File: config.mk
export PLATFORM = sky130hd
export DESIGN_NAME = ls_control_unit_flat
export DESIGN_NICKNAME = d
export VERILOG_FILES = /design/src/rtl/minisrc_ctrl_pkg.sv /design/src/rtl/ls_control_unit_if.sv /design/src/rtl/ctrl_mem_watchdog.sv /design/src/rtl/ls_control_unit.sv /design/src/flat_wrapper.sv
export SDC_FILE = /design/constraint.sdc
export NUM_CORES = 1
export LEC_CHECK = 0
export ABC_AREA = 1
export BUFFER_PORTS_ARGS = -buffer_cell sky130_fd_sc_hd__buf_2
export CAP_MARGIN = 15
export CORE_AREA = 5 5 66 68
export DETAILED_ROUTE_END_ITERATION = 6
export DIE_AREA = 0 0 71 73
export GPL_TIMING_DRIVEN = 0
export PLACE_DENSITY = 0.91
export SETUP_SLACK_MARGIN = 0.15
export SLEW_MARGIN = 20
export SYNTH_ARGS = -nofsm -noshare
export SYNTH_HDL_FRONTEND = slang
export SYNTH_HIERARCHICAL = 1
export SYNTH_SLANG_ARGS = --single-unit
File: constraint.sdc
create_clock -name Clock -period 6.7 [get_ports Clock]
set_input_delay 0.67 -clock Clock [delete_from_list [all_inputs] [get_ports Clock]]
set_output_delay 0.67 -clock Clock [all_outputs]
set_load 0.01 [all_outputs]
File: src/rtl/minisrc_ctrl_pkg.sv
// Opcodes, ALU operation codes, FSM states and control-word layout shared by the
// load/store control sequencer.
package minisrc_ctrl_pkg;

  localparam logic [4:0] OP_LD   = 5'd0;
  localparam logic [4:0] OP_LDI  = 5'd1;
  localparam logic [4:0] OP_ST   = 5'd2;
  localparam logic [4:0] OP_ADDI = 5'd12;
  localparam logic [4:0] OP_ANDI = 5'd13;
  localparam logic [4:0] OP_ORI  = 5'd14;
  localparam logic [4:0] OP_NOP  = 5'd26;
  localparam logic [4:0] OP_HALT = 5'd27;

  localparam logic [5:0] ALU_ADD = 6'd4;
  localparam logic [5:0] ALU_AND = 6'd5;
  localparam logic [5:0] ALU_OR  = 6'd6;

  typedef enum logic [3:0] {
    S_RST, S_F0, S_F1, S_F2, S_DEC, S_A0, S_A1, S_A2,
    S_L0, S_L1, S_L2, S_S1, S_S2, S_W0, S_HALT
  } state_e;

  typedef struct packed {
    logic PCout, IRout, RYout, RZLOout, RZHIout, MARout, Immout, MDRout;
    logic PCin, IRin, RYin, RZin, MARin, MDRin;
    logic Read, Write, IncPC, Gra, Grb, Grc, Rout, Rin, BAout, start;
    logic run;
  } ctl_t;

  function automatic logic [5:0] alu_op(input logic [4:0] op);
    case (op)
      OP_ANDI: return ALU_AND;
      OP_ORI:  return ALU_OR;
      default: return ALU_ADD;
    endcase
  endfunction

  // Base-addressed forms read R0 as zero through BAout.
  function automatic logic uses_base(input logic [4:0] op);
    return (op == OP_LD) || (op == OP_LDI) || (op == OP_ST);
  endfunction

endpackage

File: src/rtl/ls_control_unit_if.sv
// Control bundle between the sequencer (master) and the datapath/memory/ALU (slave).
interface ls_control_unit_if #(parameter int OPSEL_W = 6);
  logic [31:0]        IR;
  logic               finished, memFinished;
  logic               PCout, IRout, RYout, RZLOout, RZHIout, MARout, Immout, MDRout;
  logic               PCin, IRin, RYin, RZin, MARin, MDRin;
  logic               Read, Write, IncPC, Gra, Grb, Grc, Rout, Rin, BAout, start;
  logic [OPSEL_W-1:0] opSelect;
  logic               run, memErr;

  modport master (
    input  IR, finished, memFinished,
    output PCout, IRout, RYout, RZLOout, RZHIout, MARout, Immout, MDRout,
           PCin, IRin, RYin, RZin, MARin, MDRin,
           Read, Write, IncPC, Gra, Grb, Grc, Rout, Rin, BAout, start,
           opSelect, run, memErr
  );

  modport slave (
    output IR, finished, memFinished,
    input  PCout, IRout, RYout, RZLOout, RZHIout, MARout, Immout, MDRout,
           PCin, IRin, RYin, RZin, MARin, MDRin,
           Read, Write, IncPC, Gra, Grb, Grc, Rout, Rin, BAout, start,
           opSelect, run, memErr
  );
endinterface

File: src/rtl/ctrl_mem_watchdog.sv
// Memory wait watchdog: counts cycles spent in a wait state; expired marks the last
// permitted cycle. TIMEOUT of 0 never expires.
module ctrl_mem_watchdog #(
  parameter int TIMEOUT = 15
) (
  input  logic clk,
  input  logic rst,
  input  logic clr,
  input  logic en,
  output logic expired
);
  localparam int CW = (TIMEOUT > 2) ? $clog2(TIMEOUT) : 1;
  localparam logic [CW-1:0] LAST = CW'((TIMEOUT > 0) ? TIMEOUT - 1 : 0);

  logic [CW-1:0] cnt;

  always_ff @(posedge clk or posedge rst) begin
    if (rst)                     cnt <= '0;
    else if (clr)                cnt <= '0;
    else if (en && cnt != LAST)  cnt <= cnt + 1'b1;
  end

  assign expired = (TIMEOUT != 0) && en && (cnt == LAST);
endmodule

File: src/rtl/ls_control_unit.sv
// Moore fetch/decode/execute sequencer for ld, ldi, st, addi, andi, ori, nop, halt.
// Outputs are registered from the next state, so they always equal a decode of the state.
module ls_control_unit
  import minisrc_ctrl_pkg::*;
#(
  parameter int OPSEL_W     = 6,
  parameter int MEM_TIMEOUT = 15
) (
  input logic               Clock,
  input logic               clear,
  ls_control_unit_if.master bus
);
  state_e             state, nxt;
  ctl_t               ctl;
  logic [OPSEL_W-1:0] opsel;
  logic               mem_err;
  logic [4:0]         op_q, op_nxt;
  logic               in_wait, wd_expired, wd_trip;
  logic               ir_unused;

  // Opcode is captured in DEC so IR is only observed there.
  assign op_nxt    = (state == S_DEC) ? bus.IR[31:27] : op_q;
  assign in_wait   = (state == S_F1) || (state == S_L1) || (state == S_S2);
  assign wd_trip   = in_wait && !bus.memFinished && wd_expired;
  assign ir_unused = ^bus.IR[26:0];

  ctrl_mem_watchdog #(.TIMEOUT(MEM_TIMEOUT)) u_wd (
    .clk     (Clock),
    .rst     (clear),
    .clr     (!in_wait),
    .en      (in_wait),
    .expired (wd_expired)
  );

  always_comb begin
    nxt = state;
    case (state)
      S_RST:  nxt = S_F0;
      S_F0:   nxt = S_F1;
      S_F1:   if (bus.memFinished) nxt = S_F2; else if (wd_expired) nxt = S_HALT;
      S_F2:   nxt = S_DEC;
      S_DEC: begin
        case (op_nxt)
          OP_LD, OP_LDI, OP_ST, OP_ADDI, OP_ANDI, OP_ORI: nxt = S_A0;
          OP_HALT: nxt = S_HALT;
          OP_NOP:  nxt = S_F0;
          default: nxt = S_F0;
        endcase
      end
      S_A0:   nxt = S_A1;
      S_A1:   nxt = S_A2;
      S_A2:   if (bus.finished) nxt = (op_q == OP_LD || op_q == OP_ST) ? S_L0 : S_W0;
      S_L0:   nxt = (op_q == OP_ST) ? S_S1 : S_L1;
      S_L1:   if (bus.memFinished) nxt = S_L2; else if (wd_expired) nxt = S_HALT;
      S_L2:   nxt = S_F0;
      S_S1:   nxt = S_S2;
      S_S2:   if (bus.memFinished) nxt = S_F0; else if (wd_expired) nxt = S_HALT;
      S_W0:   nxt = S_F0;
      S_HALT: nxt = S_HALT;
      default: nxt = S_RST;
    endcase
  end

  function automatic ctl_t decode(input state_e s, input logic [4:0] op);
    ctl_t c;
    c     = '0;
    c.run = (s != S_RST) && (s != S_HALT);
    case (s)
      S_F0: begin c.PCout = 1'b1; c.MARin = 1'b1; end
      S_F1: begin c.IncPC = 1'b1; c.Read = 1'b1; c.MDRin = 1'b1; end
      S_F2: begin c.MDRout = 1'b1; c.IRin = 1'b1; end
      S_A0: begin c.Grb = 1'b1; c.Rout = 1'b1; c.RYin = 1'b1; c.BAout = uses_base(op); end
      S_A1: begin c.Immout = 1'b1; c.RZin = 1'b1; c.start = 1'b1; end
      S_A2: begin c.Immout = 1'b1; c.RZin = 1'b1; end
      S_L0: begin c.RZLOout = 1'b1; c.MARin = 1'b1; end
      S_L1: begin c.Read = 1'b1; c.MDRin = 1'b1; end
      S_L2: begin c.MDRout = 1'b1; c.Gra = 1'b1; c.Rin = 1'b1; end
      S_S1: begin c.Gra = 1'b1; c.Rout = 1'b1; c.MDRin = 1'b1; end
      S_S2: begin c.Write = 1'b1; end
      S_W0: begin c.RZLOout = 1'b1; c.Gra = 1'b1; c.Rin = 1'b1; end
      default: ;
    endcase
    return c;
  endfunction

  always_ff @(posedge Clock or posedge clear) begin
    if (clear) begin
      state   <= S_RST;
      ctl     <= '0;
      opsel   <= '0;
      mem_err <= 1'b0;
      op_q    <= '0;
    end else begin
      state <= nxt;
      ctl   <= decode(nxt, op_nxt);
      opsel <= (nxt == S_A1 || nxt == S_A2) ? OPSEL_W'(alu_op(op_nxt)) : '0;
      op_q  <= op_nxt;
      if (wd_trip) mem_err <= 1'b1;
    end
  end

  assign bus.PCout    = ctl.PCout;
  assign bus.IRout    = ctl.IRout;
  assign bus.RYout    = ctl.RYout;
  assign bus.RZLOout  = ctl.RZLOout;
  assign bus.RZHIout  = ctl.RZHIout;
  assign bus.MARout   = ctl.MARout;
  assign bus.Immout   = ctl.Immout;
  assign bus.MDRout   = ctl.MDRout;
  assign bus.PCin     = ctl.PCin;
  assign bus.IRin     = ctl.IRin;
  assign bus.RYin     = ctl.RYin;
  assign bus.RZin     = ctl.RZin;
  assign bus.MARin    = ctl.MARin;
  assign bus.MDRin    = ctl.MDRin;
  assign bus.Read     = ctl.Read;
  assign bus.Write    = ctl.Write;
  assign bus.IncPC    = ctl.IncPC;
  assign bus.Gra      = ctl.Gra;
  assign bus.Grb      = ctl.Grb;
  assign bus.Grc      = ctl.Grc;
  assign bus.Rout     = ctl.Rout;
  assign bus.Rin      = ctl.Rin;
  assign bus.BAout    = ctl.BAout;
  assign bus.start    = ctl.start;
  assign bus.run      = ctl.run;
  assign bus.opSelect = opsel;
  assign bus.memErr   = mem_err;
endmodule

File: src/flat_wrapper.sv
// flat-port wrapper written by rule: the top's interface ports become plain ports
module ls_control_unit_flat import minisrc_ctrl_pkg::*;
#(
  parameter int OPSEL_W     = 6,
  parameter int MEM_TIMEOUT = 15
)
  (Clock, clear, bus_IR, bus_finished, bus_memFinished, bus_PCout, bus_IRout, bus_RYout, bus_RZLOout, bus_RZHIout, bus_MARout, bus_Immout, bus_MDRout, bus_PCin, bus_IRin, bus_RYin, bus_RZin, bus_MARin, bus_MDRin, bus_Read, bus_Write, bus_IncPC, bus_Gra, bus_Grb, bus_Grc, bus_Rout, bus_Rin, bus_BAout, bus_start, bus_opSelect, bus_run, bus_memErr);
  ls_control_unit_if #(.OPSEL_W(OPSEL_W)) bus_i ();
  input logic Clock;
  input logic clear;
  input wire logic [$bits(bus_i.IR)-1:0] bus_IR;
  input wire logic [$bits(bus_i.finished)-1:0] bus_finished;
  input wire logic [$bits(bus_i.memFinished)-1:0] bus_memFinished;
  output wire logic [$bits(bus_i.PCout)-1:0] bus_PCout;
  output wire logic [$bits(bus_i.IRout)-1:0] bus_IRout;
  output wire logic [$bits(bus_i.RYout)-1:0] bus_RYout;
  output wire logic [$bits(bus_i.RZLOout)-1:0] bus_RZLOout;
  output wire logic [$bits(bus_i.RZHIout)-1:0] bus_RZHIout;
  output wire logic [$bits(bus_i.MARout)-1:0] bus_MARout;
  output wire logic [$bits(bus_i.Immout)-1:0] bus_Immout;
  output wire logic [$bits(bus_i.MDRout)-1:0] bus_MDRout;
  output wire logic [$bits(bus_i.PCin)-1:0] bus_PCin;
  output wire logic [$bits(bus_i.IRin)-1:0] bus_IRin;
  output wire logic [$bits(bus_i.RYin)-1:0] bus_RYin;
  output wire logic [$bits(bus_i.RZin)-1:0] bus_RZin;
  output wire logic [$bits(bus_i.MARin)-1:0] bus_MARin;
  output wire logic [$bits(bus_i.MDRin)-1:0] bus_MDRin;
  output wire logic [$bits(bus_i.Read)-1:0] bus_Read;
  output wire logic [$bits(bus_i.Write)-1:0] bus_Write;
  output wire logic [$bits(bus_i.IncPC)-1:0] bus_IncPC;
  output wire logic [$bits(bus_i.Gra)-1:0] bus_Gra;
  output wire logic [$bits(bus_i.Grb)-1:0] bus_Grb;
  output wire logic [$bits(bus_i.Grc)-1:0] bus_Grc;
  output wire logic [$bits(bus_i.Rout)-1:0] bus_Rout;
  output wire logic [$bits(bus_i.Rin)-1:0] bus_Rin;
  output wire logic [$bits(bus_i.BAout)-1:0] bus_BAout;
  output wire logic [$bits(bus_i.start)-1:0] bus_start;
  output wire logic [$bits(bus_i.opSelect)-1:0] bus_opSelect;
  output wire logic [$bits(bus_i.run)-1:0] bus_run;
  output wire logic [$bits(bus_i.memErr)-1:0] bus_memErr;
  assign bus_i.IR = bus_IR;
  assign bus_i.finished = bus_finished;
  assign bus_i.memFinished = bus_memFinished;
  assign bus_PCout = bus_i.PCout;
  assign bus_IRout = bus_i.IRout;
  assign bus_RYout = bus_i.RYout;
  assign bus_RZLOout = bus_i.RZLOout;
  assign bus_RZHIout = bus_i.RZHIout;
  assign bus_MARout = bus_i.MARout;
  assign bus_Immout = bus_i.Immout;
  assign bus_MDRout = bus_i.MDRout;
  assign bus_PCin = bus_i.PCin;
  assign bus_IRin = bus_i.IRin;
  assign bus_RYin = bus_i.RYin;
  assign bus_RZin = bus_i.RZin;
  assign bus_MARin = bus_i.MARin;
  assign bus_MDRin = bus_i.MDRin;
  assign bus_Read = bus_i.Read;
  assign bus_Write = bus_i.Write;
  assign bus_IncPC = bus_i.IncPC;
  assign bus_Gra = bus_i.Gra;
  assign bus_Grb = bus_i.Grb;
  assign bus_Grc = bus_i.Grc;
  assign bus_Rout = bus_i.Rout;
  assign bus_Rin = bus_i.Rin;
  assign bus_BAout = bus_i.BAout;
  assign bus_start = bus_i.start;
  assign bus_opSelect = bus_i.opSelect;
  assign bus_run = bus_i.run;
  assign bus_memErr = bus_i.memErr;
  ls_control_unit #(.OPSEL_W(OPSEL_W), .MEM_TIMEOUT(MEM_TIMEOUT)) u_core (.Clock(Clock), .clear(clear), .bus(bus_i));
endmodule
==> flow_summary.yaml, run 1 <==
setup_path:
  cp_top_delay_family: "simple AND/OR/NAND/NOR gates"
  cp_data_arrival_time_ns: 2.70
  worst_setup_path_end_kind: "flop"
  crit_path_cell_trace: "buf_2 > nor2_1 > nand3_1 > nand2_1 > nor2_1 > inv_1 > inv_1 > nor2_1 > o21ai_0 > o21ai_0 > nand2_1 > a21oi_1 > nor2_1 > nand2_1 > nand3_1"
  cp.buffers_inverters: 3
  critical-path-max-stage-delay_ns: 0.35
  timing.critical_path.slowest_stage_cell: "dfrtp_1"
  critical_path_peak_fanout: 9
  timing.reg2reg.worst_path_depth: 15
  crit_type: "reg2reg"
  critPathLaunchType: "flop"
  critical_path_depth: 15
  critical-path-top-cell-by-count: "nor2_1"
  worst-endpoint-required_ns: 6.87
timing:
  finalSetupViolCount: 0
  setup_repair_after_global_routing_missed_its_margin: "false"
  worst_slew_pin_slew_ns: 0.599
  hold_viol: 0
  timing.final.ws_setup_ns: 4.17
  period_needed_ns: 2.53
  totalNegativeSetupSlack_ns: 0
  maxSlewViolCount: 0
  timing.max_slew.rel_slack_pct: 60.0
  max_clock_freq_mhz: 396
  final.period_utilization_pct: 37.7
  worst_clock_skew_ns: 0.00472
detailed_routing:
  postRouteWirelength_mm: 3.71
  postRouteAntennaNets: 0
  drtPass1Iterations: 4
  route.detailed.vias_per_inst: 4.87
  wire_per_inst_um: 11.2
  drc: 0
  drt_iter0_markers: 101
  via_count: 1613
synth:
  async_sr_flop_fraction_pct: 100
  ys_seq_elements: 33
  synthFlopType: "dfrtp_1"
  ys.warnings.count: 6
  synth.cells.most_frequent: "nand2_1, dfrtp_1, nor2_1, inv_1, nand3_1"
  synth.top_cell.area_share_pct: 43.6
  synth-edff-count: 0
  synthDistinctLibCells: 31
  synth_area_mm2: 0.00189
  post_synth_main_area_contributors: "dfrtp_1, nand2_1, buf_4"
  synth.avg_cell_area_um2: 8.10
  yosys.cell_count.top_type: "nand2_1"
  netlist.top_cell.by_area: "dfrtp_1"
  synth_cells: 234
  synth.yosys.seq_area_share_pct: 43.6
clocking:
  clock_tree.root_cell: "clkbuf_8"
  tritoncts.num_buffers: 5
  clockBufferDepth: 2
  worstSkewPairLatency_ns: 0.29
  cts_htree_levels: 2
  clock_sink_count: 33
  post_cts.resized_instances: 0
  tritoncts: "built"
  number_of_hold_buffers_added_after_cts: 0
  clk_pin_slew_worst_paths_ns: 0.07
  cts_post_setup_buffers_inserted: 0
global_route:
  grt_first_pass_wirelength_mm: 6.44
  grt-ovfl-total: 0
  track_usage_pct: 15.7
  grt_start_max_net_pins: 30
  antenna_found_initial: 0
  via_count_of_the_first_global_routing_pass: 1472
place:
  globalplace.congestion: 0.874
  detailedPlace.worstSlack_ns: 4.25
  port_buffers: 31
  place_hpwl_mm: 2.82
floorplanning:
  die_height_um: 73
  num_io_pins: 68
  floorplan_die_area_mm2: 0.00518
  initial_utilization_pct: 49.9
  rows: 23
  die_w_um: 71
  floorplan.core_area_mm2: 0.00380
job:
  drv.max_cap_violation_count: 0
finish:
  num_antenna_cells: 0
  fillers: 346
  nets: 318
  syn2layout_area_growth_pct: 17.6
  layout-drive-gt1-share_pct: 31.3
status:
  outcome: "complete, no violations"
power:
  p_leak_nw: 1.30
  peakVddDrop_mv: 0.206
  powerDensity_mw_per_mm2: 441
hold_path:
  timing.hold.worst.class: "in2async"
-- worst paths after layout --
check	startpoint	endpoint	slack, ns
min reg2reg	u_core/bus.memErr$_DFFE_PP0P_	u_core/bus.memErr$_DFFE_PP0P_	0.46
max reg2reg	u_core/state[0]$_DFF_PP0_	u_core/bus.MDRin$_DFF_PP0_	4.17
max	u_core/state[0]$_DFF_PP0_	u_core/bus.MDRin$_DFF_PP0_	4.17
min	clear	u_core/u_wd/cnt[1]$_DFFE_PP0P_	0.26
max in group asynchronous	clear	u_core/bus.opSelect[0]$_DFF_PP0_	5.85
min in group Clock	u_core/bus.memErr$_DFFE_PP0P_	u_core/bus.memErr$_DFFE_PP0P_	0.46
-- placed cells by master (no fill, tap or decap), drive strengths merged --
cell type and count:
conb 9, nand2 69, nor3 4, o21bai 1, o211ai 1, nor3b 1
nor2 34, a31o 1, ha 2, nor4 1, clkinvlp 1, dfrtp 33
nand3 20, a21oi 3, buf 45, nand4 6, clkbuf 5, clkinv 3
inv 30, xor2 1, o21ai 7, nand3b 4
-- flip-flops by register name, summed over array words and instances (netlist names), 2 cells and up --
register	count
u_core/bus.opSelect	2
u_core/op_q	5
u_core/u_wd/cnt	4
u_core/state	4
-- final cells by class --
cell class | count | area [um2] | area share (%)
multi-input combinational | 164 | 878 | 39.4
sequential | 33 | 826 | 37.1
timing repair buffer | 31 | 155 | 6.96
inverter | 31 | 118 | 5.28
clock buffer | 5 | 68.8 | 3.09
buffer | 14 | 103 | 4.60
clock inverter | 3 | 17.5 | 0.786
tap | 50 | 62.6 | 2.81
-- routing by layer --
metal	track usage, %	vias to the layer above	share of wire (%)
met5	0	-	0
met1	19.5	749	42
li1	-	807	-
met2	26.0	50	51
met3	3.86	7	4.8
met4	6.89	0	2.1
-- kinds of logic after synthesis --
logic type | after synthesis | synth area share, %
AOI/OAI and AO/OA | 13 | 3.90
other | 1 | 0.198
buffers and inverters | 45 | 11.6
DFF | 33 | 43.6
and+or+nand+nor | 139 | 38.9
adders and majority gates | 2 | 1.32
xor gates and xnor gates | 1 | 0.462
-- stage by stage --
stage          hold slack [ns]  instances  instance area, um2  util, %  power (mW)
2_1_floorplan            0.436        242                1920        -       0.725
3_3_place_gp             0.457        323                2140     56.4       0.823
3_5_place_dp             0.453        323                2140     56.4       0.836
4_1_cts                  0.252        331                2230     58.7       0.987
5_1_grt                  0.271        331                2230     58.7        1.07
6_report                 0.264        331                2230     58.7       0.982
-- report_power, final --
group	switching, mW	internal (mW)
combinational	0.376	0.178
sequential	0.0275	0.256
clock	0.0731	0.0715
(Power assumes the default switching activity.)
==> inputs of run 2 (changes only) <==
Settings changed: CORE_AREA 5 5 66 68 to 5 5 69 71, DIE_AREA 0 0 71 73 to 0 0 74 76, PLACE_DENSITY 0.91 to 0.84.
Clock period 6.7 ns to 2.5 ns, I/O delays scaled along.
==> flow_summary.yaml, run 2 (same netlist as run 1, synthesis figures left out) <==
status:
  outcome: "complete, no violations"
detailed_routing:
  postRouteAntennaNets: 0
  drt_iter0_markers: 127
  drtPass1Iterations: 4
  route.detailed.vias_per_inst: 4.96
  wire_per_inst_um: 12.4
  drc: 0
  postRouteWirelength_mm: 4.21
  via_count: 1681
floorplanning:
  die_height_um: 76
  floorplan_die_area_mm2: 0.00562
  initial_utilization_pct: 45.4
  rows: 24
  die_w_um: 74
  floorplan.core_area_mm2: 0.00417
  num_io_pins: 68
setup_path:
  crit_path_cell_trace: "inv_4 > nor2_4 > nand3_2 > nand2_2 > nor2_4 > inv_1 > inv_1 > nor2_4 > inv_1 > nand3_1 > nand2_1 > nand2_1 > nor2_2 > nand2_4 > inv_2 > nor2_2 > nand2_1 > nand3_1"
  worst-endpoint-required_ns: 2.66
  critPathLaunch: "u_core/state[1]$_DFF_PP0_"
  timing.critical_path.slowest_stage_cell: "dfrtp_2"
  timing.reg2reg.worst_path_depth: 18
  critPathCapture: "u_core/bus.MDRin$_DFF_PP0_"
  critical_path_peak_fanout: 9
  worstReg2RegStart: "u_core/state[1]$_DFF_PP0_"
  regToRegEndpoint: "u_core/bus.MDRin$_DFF_PP0_"
  cp_data_arrival_time_ns: 2.37
  timing.reg2reg.setup_slack_ns: 0.30
  worst_setup_path_end_kind: "flop"
  critPathLaunchType: "flop"
  crit_type: "reg2reg"
  critical-path-max-stage-delay_ns: 0.44
clocking:
  cts_htree_levels: 2
  worstSkewPairLatency_ns: 0.29
  tritoncts: "built"
  clk_pin_slew_worst_paths_ns: 0.07
  clock_tree.root_cell: "clkbuf_8"
  tritoncts.num_buffers: 5
  clockBufferDepth: 2
  clock_sink_count: 33
finish:
  nets: 324
  layout.cells.most_common: "nand2_1"
  mostFrequentLayoutCells: "nand2_1, buf_2, dfrtp_1, inv_1, nor2_1"
  postLayoutCellArea_mm2: 0.00234
  biggestRegsByFlops: "u_core/op_q (5), u_core/state (4), u_core/u_wd/cnt (4)"
  area.sequential_um2: 828
  regMostFlops: "u_core/op_q"
  multiInputGateArea_um2: 935
  num_antenna_cells: 0
  layout-drive-gt1-share_pct: 36.9
  syn2layout_area_growth_pct: 23.6
  largest_register_ffs: 5
  fillers: 366
timing:
  hold_viol: 0
  totalNegativeSetupSlack_ns: 0
  final.period_utilization_pct: 88.1
  timing.max_slew.rel_slack_pct: 58.4
  worst_slew_pin_slew_ns: 0.623
  finalSetupViolCount: 0
  maxSlewViolCount: 0
  max_clock_freq_mhz: 454
  setup_repair_after_global_routing_missed_its_margin: "false"
  worst_clock_skew_ns: 0.00920
  period_needed_ns: 2.20
global_route:
  via_count_of_the_first_global_routing_pass: 1620
  grt-ovfl-total: 0
  grt_start_max_net_pins: 30
  track_usage_pct: 15.9
  grt_first_pass_wirelength_mm: 7.00
  antenna_found_initial: 0
place:
  globalplace.congestion: 0.895
  placedInstanceArea_mm2: 0.00214
  place_hpwl_mm: 2.98
  port_buffers: 31
hold_path:
  timing.hold.worst.class: "in2reg"
power:
  powerDensity_mw_per_mm2: 1190
  p_leak_nw: 1.34
  peakVddDrop_mv: 0.489
job:
  drv.max_cap_violation_count: 0
==> run 2: cell types whose count changed in the layout (fill, tap and decap cells not counted), sizes merged <==
cell | previous run | this run
buf | 45 | 50
clkinvlp | 1 | 0
clkbuf | 5 | 6
dlygate4sd3 | 0 | 1
==> run 2: per-layer routing <==
layer | GRT usage (%) | routed length [um]
met5 | 0 | 0
met2 | 26.4 | 2160
met1 | 18.6 | 1680
met3 | 4.22 | 241
met4 | 7.43 | 117
==> run 2: area by class of cell <==
class | instances | share of cell area [%]
repair buffers | 37 | 8.66
clock buffers | 6 | 3.10
flip-flops and latches | 33 | 35.4
plain buffers | 14 | 4.49
multi-input cells | 164 | 39.9
well taps | 52 | 2.78
inverters | 31 | 5.24
clock inverters | 2 | 0.428
==> run 2: worst min path at each step <==
stage / startpoint / to / slack, ns / cells after the start
3_5_place_dp: clear / u_core/u_wd/cnt[2]$_DFFE_PP0P_ / 0.15 / 2
4_1_cts: bus_finished / u_core/bus.RZLOout$_DFF_PP0_ / 0.22 / 3
6_report: bus_finished / u_core/bus.RZLOout$_DFF_PP0_ / 0.23 / 3
5_1_grt: bus_finished / u_core/bus.RZLOout$_DFF_PP0_ / 0.25 / 3
3_3_place_gp: clear / u_core/u_wd/cnt[1]$_DFFE_PP0P_ / 0.14 / 2
2_1_floorplan: clear / u_core/u_wd/cnt[0]$_DFFE_PP0P_ / 0.02 / 1
==> run 2: critical path: cells and delay by family, from the launching register on <==
family                 cells  cell delay, ns
AND/OR/NAND/NOR           13            1.14
flip-flops                 1            0.44
buffers and inverters      5            0.50
==> run 2: through the flow <==
step	hold WS (ns)	utilization, %	cells	total power, mW	setup slack [ns]
finish	0.225	56.1	339	2.80	0.297
floorplan	0.0161	-	242	1.94	0.366
CTS	0.216	54.0	334	2.68	0.157
global route	0.252	56.1	339	3.04	0.0938
global placement	0.144	51.4	325	2.21	0.0489
detailed placement	0.153	51.4	325	2.26	0.00814
==> run 2: power by group <==
group	internal, mW	total (mW)	switching [mW]
Combinational	0.549	1.65	1.10
Clock	0.192	0.379	0.187
Sequential	0.690	0.769	0.0785
==> run 2: what timing repair did <==
item | 4_1_cts | 5_1_grt
pin swaps | 0 | 4
endpoints found under the hold margin | 4 | 0
setup buffers | 0 | 5
hold buffers | 1 | 0
resized for setup | 6 | 18
setup endpoints to repair | 10 | 10
==> inputs of run 3 (changes only) <==
Settings changed: PLACE_DENSITY 0.84 to 0.8.
==> flow_summary.yaml, run 3 (same netlist as run 1, synthesis figures left out) <==
status:
  outcome: "complete, no violations"
setup_path:
  crit_path_cell_trace: "buf_4 > inv_2 > nand2_4 > nor2_4 > nor2_4 > inv_2 > inv_1 > nor2_4 > inv_1 > nand3_1 > o21ai_0 > nor2_1 > nor2_1 > nand2_4 > inv_2 > nor2_4 > nand2_1 > nand3_1"
  timing.reg2reg.worst_path_depth: 18
  critical-path-top-cell-by-count: "nor2_4"
  critical_path_depth: 18
  timing.critical_path.slowest_stage_cell: "dfrtp_1"
  cp_top_delay_family: "simple AND/OR/NAND/NOR gates"
  cp_data_arrival_time_ns: 2.43
  critical-path-max-stage-delay_ns: 0.36
  worst_setup_path_end_kind: "flop"
  critical_path_peak_fanout: 9
  cp.buffers_inverters: 6
  worst-endpoint-required_ns: 2.72
  critPathLaunchType: "flop"
  crit_type: "reg2reg"
hold_path:
  timing.hold.worst_path_depth: 3
  timing.hold.worst.class: "in2reg"
floorplanning:
  die_height_um: 76
  floorplan.core_area_mm2: 0.00417
  rows: 24
  initial_utilization_pct: 45.4
  floorplan_die_area_mm2: 0.00562
  num_io_pins: 68
  die_w_um: 74
clocking:
  tritoncts.num_buffers: 5
  clock_sink_count: 33
  clockBufferDepth: 2
  worstSkewPairLatency_ns: 0.29
  cts_htree_levels: 2
  clock_tree.root_cell: "clkbuf_8"
  clk_pin_slew_worst_paths_ns: 0.07
  tritoncts: "built"
finish:
  syn2layout_area_growth_pct: 25.3
  layout-drive-gt1-share_pct: 37.9
  fillers: 367
  regMostFlops: "u_core/op_q"
  nets: 327
  largest_register_ffs: 5
  num_antenna_cells: 0
  layout.cells.most_common: "nand2_1"
  postLayoutCellArea_mm2: 0.00237
  postLayoutCoreUtil_pct: 56.9
  mostFrequentLayoutCells: "nand2_1, dfrtp_1, buf_2, buf_4, inv_1"
  biggestRegsByFlops: "u_core/op_q (5), u_core/state (4), u_core/u_wd/cnt (4)"
global_route:
  via_count_of_the_first_global_routing_pass: 1597
  grt_start_max_net_pins: 30
  antenna_found_initial: 0
  grt_first_pass_wirelength_mm: 6.81
  grt-ovfl-total: 0
  track_usage_pct: 15.4
place:
  globalplace.congestion: 0.894
  placedInstanceArea_mm2: 0.00214
  port_buffers: 31
  place_hpwl_mm: 2.93
  detailedPlace.worstSlack_ns: -0.0185
timing:
  final.period_utilization_pct: 88.1
  max_clock_freq_mhz: 454
  worst_slew_pin_slew_ns: 0.592
  maxSlewViolCount: 0
  timing.final.ws_setup_ns: 0.297
  setup_repair_after_global_routing_missed_its_margin: "false"
  timing.max_slew.rel_slack_pct: 60.5
  totalNegativeSetupSlack_ns: 0
  hold_viol: 0
  period_needed_ns: 2.20
  finalSetupViolCount: 0
  worst_clock_skew_ns: 0.00675
power:
  p_leak_nw: 1.35
  powerDensity_mw_per_mm2: 1200
  report.power.total_mw: 2.85
  peakVddDrop_mv: 0.538
detailed_routing:
  wire_per_inst_um: 12.4
  drt_iter0_markers: 85
  via_count: 1689
  route.detailed.vias_per_inst: 4.94
  postRouteWirelength_mm: 4.24
  drc: 0
  postRouteAntennaNets: 0
  drtPass1Iterations: 4
job:
  drv.max_cap_violation_count: 0
==> run 3: changes by cell type in the layout (fill, tap and decap cells not counted), sizes merged <==
cell	previous run	this run
buf	50	53
==> run 3: worst reg2reg max path: stages, from the launching register on <==
cell and delay (ns):
dfrtp_1 0.36, buf_4 0.17, inv_2 0.08, nand2_4 0.08, nor2_4 0.17, nor2_4 0.07
inv_2 0.08, inv_1 0.06, nor2_4 0.13, inv_1 0.09, nand3_1 0.10, o21ai_0 0.11
nor2_1 0.14, nor2_1 0.08, nand2_4 0.10, inv_2 0.05, nor2_4 0.12, nand2_1 0.08
nand3_1 0.08
==> run 3: per-stage QoR <==
| stage | hold slack, ns | instances |
|---|---|---|
| floorplan | 0.0161 | 242 |
| global placement | 0.148 | 325 |
| detailed placement | 0.153 | 325 |
| CTS | 0.225 | 336 |
| global route | 0.247 | 342 |
| finish | 0.232 | 342 |
==> run 3: power breakdown <==
part | switching [mW] | leakage, nW | internal [mW]
clock network | 0.192 | 0.0450 | 0.193
logic | 1.11 | 0.871 | 0.588
registers | 0.0796 | 0.435 | 0.689
==> run 3: area by class of cell <==
cell class                      count  area (um2)  area share, %
Inverter                           31         123           5.17
Clock buffer                        6        72.6           3.06
Tap cell                           52        65.1           2.74
Multi-Input combinational cell    164         946           39.9
Timing Repair Buffer               40         225           9.49
Clock inverter                      2        10.0          0.422
Sequential cell                    33         827           34.8
Buffer                             14         105           4.43
==> run 3: repair_timing <==
| item | CTS | global route |
|---|---|---|
| resized for setup | 7 | 19 |
| pin swaps | 0 | 3 |
| endpoints found under the setup margin | 10 | 11 |
| hold buffers | 1 | 0 |
| endpoints found under the hold margin | 4 | 0 |
| setup buffers | 2 | 6 |
==> run 3: path summary, 6_finish.rpt <==
check	slack (ns)	to	from
max	0.30	u_core/bus.MDRin$_DFF_PP0_	u_core/state[0]$_DFF_PP0_
min	0.23	u_core/op_q[3]$_DFF_PP0_	bus_IR[30]
max reg2reg	0.30	u_core/bus.MDRin$_DFF_PP0_	u_core/state[0]$_DFF_PP0_
min reg2reg	0.47	u_core/bus.memErr$_DFFE_PP0P_	u_core/bus.memErr$_DFFE_PP0P_
max in group asynchronous	1.46	u_core/state[2]$_DFF_PP0_	clear
min in group asynchronous	0.43	u_core/u_wd/cnt[1]$_DFFE_PP0P_	clear
==> run 3: layer usage <==
metal | track usage, % | part of all wire, %
met1 | 17.5 | 38
met4 | 8.15 | 3.0
met3 | 2.90 | 5.3
met2 | 26.5 | 54
met5 | 0 | 0
